==> config.mk <==
export PLATFORM = sky130hd
export DESIGN_NAME = reg_file_flat
export DESIGN_NICKNAME = d
export VERILOG_FILES = /design/src/rtl/riscv_pkg.sv /design/src/rtl/reg_file_if.sv /design/src/rtl/reg_file_read_port.sv /design/src/rtl/reg_file.sv /design/src/flat_wrapper.sv
export SDC_FILE = /design/constraint.sdc
export NUM_CORES = 2
export LEC_CHECK = 0
export ABC_AREA = 1
export CORE_ASPECT_RATIO = 2
export CORE_MARGIN = 8
export CORE_UTILIZATION = 35
export DETAILED_ROUTE_END_ITERATION = 12
export PLACE_DENSITY = 0.59
export SLEW_MARGIN = 20
export SYNTH_ARGS = -nofsm -noshare
export SYNTH_HDL_FRONTEND = slang
export SYNTH_SLANG_ARGS = --single-unit
==> constraint.sdc <==
create_clock -name clk_in -period 4.35 [get_ports clk_in]
set_input_delay 0.87 -clock clk_in [delete_from_list [all_inputs] [get_ports clk_in]]
set_output_delay 0.87 -clock clk_in [all_outputs]
set_load 0.05 [all_outputs]
==> src/rtl/riscv_pkg.sv <==
// Shared core types: register/ROB widths, tag and word types.
// Used by reg_file and by the rob/rs/lsb blocks.
package riscv_pkg;

    localparam int unsigned ROB_WIDTH  = 4;
    localparam int unsigned REG_NUM    = 32;
    localparam int unsigned REG_ADDR_W = 5;
    localparam int unsigned XLEN       = 32;

    typedef logic [ROB_WIDTH-1:0]  rob_tag_t;
    typedef logic [XLEN-1:0]       word_t;
    typedef logic [REG_ADDR_W-1:0] reg_addr_t;

    localparam reg_addr_t REG_ZERO = 5'd0;

endpackage

==> src/rtl/reg_file_if.sv <==
// Register file bus: ROB commit, decoder rename and the two operand read ports.
interface reg_file_if;
    import riscv_pkg::*;

    logic      rdy_in;
    logic      clear;
    logic      from_rob;
    reg_addr_t from_rob_rd;
    rob_tag_t  from_rob_tag;
    word_t     from_rob_wdata;
    logic      from_decoder;
    reg_addr_t from_decoder_rd;
    rob_tag_t  from_decoder_tag;
    reg_addr_t rs1_addr;
    reg_addr_t rs2_addr;
    logic      rs1_busy;
    logic      rs2_busy;
    rob_tag_t  rs1_tag;
    rob_tag_t  rs2_tag;
    word_t     rs1_val;
    word_t     rs2_val;

    modport master (
        output rdy_in, clear,
        output from_rob, from_rob_rd, from_rob_tag, from_rob_wdata,
        output from_decoder, from_decoder_rd, from_decoder_tag,
        output rs1_addr, rs2_addr,
        input  rs1_busy, rs2_busy, rs1_tag, rs2_tag, rs1_val, rs2_val
    );

    modport slave (
        input  rdy_in, clear,
        input  from_rob, from_rob_rd, from_rob_tag, from_rob_wdata,
        input  from_decoder, from_decoder_rd, from_decoder_tag,
        input  rs1_addr, rs2_addr,
        output rs1_busy, rs2_busy, rs1_tag, rs2_tag, rs1_val, rs2_val
    );

endinterface

==> src/rtl/reg_file_read_port.sv <==
// Combinational operand lookup with x0 masking.
// REG_FILE_BYPASS_EN adds same-cycle forwarding of a matching ROB commit.
module reg_file_read_port
    import riscv_pkg::*;
(
    input  reg_addr_t addr,
    input  word_t     regs     [REG_NUM],
    input  logic      busy_tab [REG_NUM],
    input  rob_tag_t  tag_tab  [REG_NUM],
`ifdef REG_FILE_BYPASS_EN
    input  logic      commit,
    input  reg_addr_t commit_rd,
    input  rob_tag_t  commit_tag,
    input  word_t     commit_wdata,
`endif
    output logic      busy,
    output rob_tag_t  tag,
    output word_t     val
);

    always_comb begin
        busy = 1'b0;
        tag  = '0;
        val  = '0;
        if (addr != REG_ZERO) begin
            busy = busy_tab[addr];
            tag  = tag_tab[addr];
            val  = regs[addr];
`ifdef REG_FILE_BYPASS_EN
            // Committing producer is the one this operand waits on: forward its data now.
            if (commit && (commit_rd == addr) && busy_tab[addr] && (tag_tab[addr] == commit_tag)) begin
                busy = 1'b0;
                val  = commit_wdata;
            end
`endif
        end
    end

endmodule

==> src/rtl/reg_file.sv <==
// Architectural register file with busy/tag rename table behind the ROB commit port.
// Optional commit forwarding on the read ports: define REG_FILE_BYPASS_EN.
module reg_file
    import riscv_pkg::*;
(
    input logic         clk_in,
    input logic         rst_in,
    reg_file_if.slave   bus
);

    word_t    regs     [REG_NUM];
    logic     busy_tab [REG_NUM];
    rob_tag_t tag_tab  [REG_NUM];

    logic [REG_NUM-1:0] commit_hit;
    logic [REG_NUM-1:0] rename_hit;
    logic [REG_NUM-1:0] release_hit;

    // Per-register decode; x0 never hits. A same-cycle rename keeps ownership with the newer producer.
    always_comb begin
        commit_hit  = '0;
        rename_hit  = '0;
        release_hit = '0;
        for (int unsigned i = 1; i < REG_NUM; i++) begin
            commit_hit[i]  = bus.from_rob && (bus.from_rob_rd == REG_ADDR_W'(i));
            rename_hit[i]  = bus.from_decoder && !bus.clear && (bus.from_decoder_rd == REG_ADDR_W'(i));
            release_hit[i] = commit_hit[i] && (tag_tab[i] == bus.from_rob_tag) && !rename_hit[i];
        end
    end

    always_ff @(posedge clk_in) begin
        if (rst_in) begin
            for (int unsigned i = 0; i < REG_NUM; i++) begin
                regs[i]     <= '0;
                busy_tab[i] <= 1'b0;
                tag_tab[i]  <= '0;
            end
        end else if (bus.rdy_in) begin
            for (int unsigned i = 1; i < REG_NUM; i++) begin
                if (commit_hit[i]) begin
                    regs[i] <= bus.from_rob_wdata;
                end
                if (bus.clear) begin
                    busy_tab[i] <= 1'b0;
                end else if (rename_hit[i]) begin
                    busy_tab[i] <= 1'b1;
                    tag_tab[i]  <= bus.from_decoder_tag;
                end else if (release_hit[i]) begin
                    busy_tab[i] <= 1'b0;
                end
            end
        end
    end

    reg_file_read_port u_rs1 (
        .addr         (bus.rs1_addr),
        .regs         (regs),
        .busy_tab     (busy_tab),
        .tag_tab      (tag_tab),
`ifdef REG_FILE_BYPASS_EN
        .commit       (bus.from_rob),
        .commit_rd    (bus.from_rob_rd),
        .commit_tag   (bus.from_rob_tag),
        .commit_wdata (bus.from_rob_wdata),
`endif
        .busy         (bus.rs1_busy),
        .tag          (bus.rs1_tag),
        .val          (bus.rs1_val)
    );

    reg_file_read_port u_rs2 (
        .addr         (bus.rs2_addr),
        .regs         (regs),
        .busy_tab     (busy_tab),
        .tag_tab      (tag_tab),
`ifdef REG_FILE_BYPASS_EN
        .commit       (bus.from_rob),
        .commit_rd    (bus.from_rob_rd),
        .commit_tag   (bus.from_rob_tag),
        .commit_wdata (bus.from_rob_wdata),
`endif
        .busy         (bus.rs2_busy),
        .tag          (bus.rs2_tag),
        .val          (bus.rs2_val)
    );

endmodule

==> src/flat_wrapper.sv <==
// flat-port wrapper written by rule: the top's interface ports become plain ports
module reg_file_flat import riscv_pkg::*;
  (clk_in, rst_in, bus_rdy_in, bus_clear, bus_from_rob, bus_from_rob_rd, bus_from_rob_tag, bus_from_rob_wdata, bus_from_decoder, bus_from_decoder_rd, bus_from_decoder_tag, bus_rs1_addr, bus_rs2_addr, bus_rs1_busy, bus_rs2_busy, bus_rs1_tag, bus_rs2_tag, bus_rs1_val, bus_rs2_val);
  reg_file_if bus_i ();
  input logic clk_in;
  input logic rst_in;
  input wire logic [$bits(bus_i.rdy_in)-1:0] bus_rdy_in;
  input wire logic [$bits(bus_i.clear)-1:0] bus_clear;
  input wire logic [$bits(bus_i.from_rob)-1:0] bus_from_rob;
  input wire logic [$bits(bus_i.from_rob_rd)-1:0] bus_from_rob_rd;
  input wire logic [$bits(bus_i.from_rob_tag)-1:0] bus_from_rob_tag;
  input wire logic [$bits(bus_i.from_rob_wdata)-1:0] bus_from_rob_wdata;
  input wire logic [$bits(bus_i.from_decoder)-1:0] bus_from_decoder;
  input wire logic [$bits(bus_i.from_decoder_rd)-1:0] bus_from_decoder_rd;
  input wire logic [$bits(bus_i.from_decoder_tag)-1:0] bus_from_decoder_tag;
  input wire logic [$bits(bus_i.rs1_addr)-1:0] bus_rs1_addr;
  input wire logic [$bits(bus_i.rs2_addr)-1:0] bus_rs2_addr;
  output wire logic [$bits(bus_i.rs1_busy)-1:0] bus_rs1_busy;
  output wire logic [$bits(bus_i.rs2_busy)-1:0] bus_rs2_busy;
  output wire logic [$bits(bus_i.rs1_tag)-1:0] bus_rs1_tag;
  output wire logic [$bits(bus_i.rs2_tag)-1:0] bus_rs2_tag;
  output wire logic [$bits(bus_i.rs1_val)-1:0] bus_rs1_val;
  output wire logic [$bits(bus_i.rs2_val)-1:0] bus_rs2_val;
  assign bus_i.rdy_in = bus_rdy_in;
  assign bus_i.clear = bus_clear;
  assign bus_i.from_rob = bus_from_rob;
  assign bus_i.from_rob_rd = bus_from_rob_rd;
  assign bus_i.from_rob_tag = bus_from_rob_tag;
  assign bus_i.from_rob_wdata = bus_from_rob_wdata;
  assign bus_i.from_decoder = bus_from_decoder;
  assign bus_i.from_decoder_rd = bus_from_decoder_rd;
  assign bus_i.from_decoder_tag = bus_from_decoder_tag;
  assign bus_i.rs1_addr = bus_rs1_addr;
  assign bus_i.rs2_addr = bus_rs2_addr;
  assign bus_rs1_busy = bus_i.rs1_busy;
  assign bus_rs2_busy = bus_i.rs2_busy;
  assign bus_rs1_tag = bus_i.rs1_tag;
  assign bus_rs2_tag = bus_i.rs2_tag;
  assign bus_rs1_val = bus_i.rs1_val;
  assign bus_rs2_val = bus_i.rs2_val;
  reg_file u_core (.clk_in(clk_in), .rst_in(rst_in), .bus(bus_i));
endmodule
==> out/metrics.csv <==
metric,value,unit
status,"finished, final reports clean",
Final period util,0.877,
"antenna viol nets, final",0,
clk_lat worst skew,0.79,ns
startpoint type of the worst setup path,input pin,
Max-Slew Margin vs Limit,0.260,
Detail Placement HPWL,160000,um
adder-cell area share of the yosys netlist,0,
Max H-tree Level,3,
endpoints failing setup,0,
clock tree buffer depth,3,
Die W,317,um
final hold vios,0,
initial antenna violation count,13,
vias in the first global route,61600,
Mapped Nets,10000,
Placed Instances,11700,
clock share of power,0.429,
Fillers,19100,
setup TNS,0,ns
# Post-CTS Setup Buffers,0,
XOR/XNOR share of the synthesized area,0.000415,
multiplexer share of the synthesized area,0,
Least-Margin Pin Slew,1.11,ns
Post-Layout Cell Count,12000,
CTS tree,yes,
Compound-Gate Fraction of Synth Area,0.287,
largest family of logic cells by synthesized area,compound AO/OA/AOI/OAI gates,
core area,0.181,sq mm
Pins Over Slew Limit,0,
nets,9570,
IO Port Bufs,139,
io pins,140,
largest net degree at the start of global routing,182,
leakage power,26.2,nW
register area share after synthesis,0.362,
Hold Path Class,register to register,
Worst Path Required,3.48,ns
RR Startpoint,u_core.tag_tab[0]$_SDFFE_PP0P_,
share of cells above drive strength 1,0.0651,
design area,0.0710,sq mm
maximum fanout along the worst path,181,
clk slew on worst S/H paths,0.06,ns
DR WL/cell,22.6,um
Synth Area in Simple Gates,0.246,
Final Power,25.3,mW
worst vdd ir,0.338,mV
crit path DAT,2.94,ns
DRT Wirelength,270000,um
CP Class,input pin to output pin,
Die Y,618,um
TritonRoute pass-1 iters,8,
Overflow after GRT,0,
Area after DPL,0.0670,sq mm
Final Core Density,0.393,
RD Place Congestion,0.899,
syn_area_per_cell,6.36,sq um
Layout area overhead,12.0,%
Gate Count Post-Synth,9970,
first-pass GRT wire length,400000,um
internal power,17.8,mW
final worst path period need,3.81,ns
min-delay src,u_core.busy_tab[6]$_SDFFE_PP0P_,
vias per cell,5.71,
post-synthesis cell type count,27,
Net Sw Frac,0.295,
DR vias,68300,
die area,0.196,sq mm
FMAX,262,MHz
Combinational Power Share,0.152,
clock root buffer,clkbuf_16,
cts repair resizes,0,
starting density of the core,0.351,
Num CTS Buffers,116,
unrepaired setup endpoints after global routing,false,
CTS sink cnt,1147,
DRC,0,
Setup crit start,bus_rs1_addr[0],
Flop pwr share,0.420,
max-cap violation count,0,
Power per Cell Area,356,mW/mm^2
# hold bufs at CTS,0,
Psw,7.46,mW
nature of the critical path endpoint,output pin,
DRT iter0 DRCs,8357,
Clock Skew,0.0457,ns
"FF+latch count, synth",1147,
Yosys warnings,0,
"Cell Area, Synth",0.0634,sq mm
# rows,221,
total global-route track usage,0.264,
[cell families (layout without fill, tap and decap cells)]
family                    after synthesis  after routing
AOI/OAI and AO/OA                    3429           3429
other                                   0              6
buffers and inverters                1654           1287
DFF                                  1147           1147
xor gates and xnor gates                3              3
and+or+nand+nor                      3737           3737
[registers in the layout (all words and copies together), names as in the netlist]
name / flops
u_core.tag_tab: 124
u_core.regs: 992
u_core.busy_tab: 31
[layout make-up]
type                    instances  area [sq um]  area share
diodes                          6          15.0    0.000212
clock buffers                 164          3360      0.0474
clock inverters                53           653     0.00920
inverters                     692          2640      0.0372
multi-input cells            7169         33900       0.478
flip-flops and latches       1147         23000       0.324
well taps                    2341          2930      0.0413
repair buffers                378          4460      0.0629
[layout by cell type (no fill, tap or decap), types with 2 or more instances in the layout]
cell type / n
buf_12: 121
buf_4: 194
buf_2: 17
clkinv_16: 2
nand4_2: 2
xor2_1: 3
clkbuf_16: 117
nor2_1: 914
nor2_2: 9
nor2_4: 10
dfxtp_1: 1147
inv_4: 3
nor3_1: 2
clkbuf_1: 21
nand2_4: 13
nand2_2: 19
inv_1: 656
o21ai_0: 1571
nand3_1: 1110
buf_8: 5
nand2_1: 1653
inv_2: 25
inv_8: 3
a211oi_1: 40
clkdlybuf4s50_1: 38
clkinvlp_4: 9
clkinv_1: 2
clkbuf_8: 29
nand3b_1: 2
o21ai_1: 50
clkinv_2: 26
a21oi_1: 1396
diode_2: 6
o211ai_1: 372
bufinv_16: 12
inv_6: 7
[power by group through the flow]
stage,registers [mW],clock network (mW),logic (mW)
after floorplan,10.8,0,2.34
after global placement,10.8,0,3.74
after detailed placement,10.8,0,3.75
after CTS,10.6,11.0,3.76
after global routing,10.6,11.3,4.10
final,10.6,10.8,3.83
[worst max-delay path: stages]
cell and delay, ns:
buf_8 0.23, buf_12 0.49, a21oi_1 0.15, o21ai_0 0.10, nand2_1 0.08, nand2_1 0.07, nand3_1 0.11, nand2_1 0.13
nand2_1 0.08, nand2_1 0.29, buf_12 0.18
[worst paths after layout]
| kind | cells after the start | endpoint | slack (ns) |
|---|---|---|---|
| hold reg to reg | 2 | u_core.busy_tab[6]$_SDFFE_PP0P_ | 0.46 |
| hold / removal | 2 | u_core.busy_tab[6]$_SDFFE_PP0P_ | 0.46 |
| setup / recovery | 11 | bus_rs1_val[7] | 0.54 |
| setup reg to reg | 9 | u_core.busy_tab[0]$_SDFFE_PP0P_ | 3.06 |
[cell usage after synthesis]
cell type	number	area (sq um)
nor2_1	917	3440
clkbuf_2	4	20.0
nand2_2	10	62.6
nor3_2	1	10.0
clkbuf_1	620	2330
nor3_1	2	10.0
buf_2	254	1270
a211oi_1	40	300
nor2_2	8	50.1
o21ai_0	1571	7860
a21oi_1	1396	6990
buf_1	61	229
nand4_2	2	25.0
buf_6	1	11.3
inv_2	26	97.6
nor2_4	8	90.1
nand2_1	1675	6290
nand3b_1	2	15.0
buf_4	22	165
o21ai_1	50	250
o211ai_1	372	2790
xor2_1	3	26.3
inv_1	663	2490
dfxtp_1	1147	23000
nand3_1	1111	5560
nand4_1	1	6.26
clkinv_1	3	11.3
[stage by stage]
| step | hold slack (ns) | setup slack [ns] |
|---|---|---|
| after floorplan | 0.439 | 1.26 |
| after global placement | 0.447 | 0.575 |
| after detailed placement | 0.453 | 0.618 |
| after CTS | 0.463 | 0.611 |
| after global routing | 0.479 | 0.426 |
| final | 0.460 | 0.536 |
[per-layer routing]
metal / track usage / share of wire / vias to the layer above
met2: 0.417 / 0.44 / 3431
met3: 0.0435 / 0.094 / 732
met1: 0.347 / 0.41 / 31500
met4: 0.130 / 0.052 / 4
li1: - / - / 32600
met5: 0 / 0.00013 / -
Note: power is estimated with default switching activity, not from simulation.
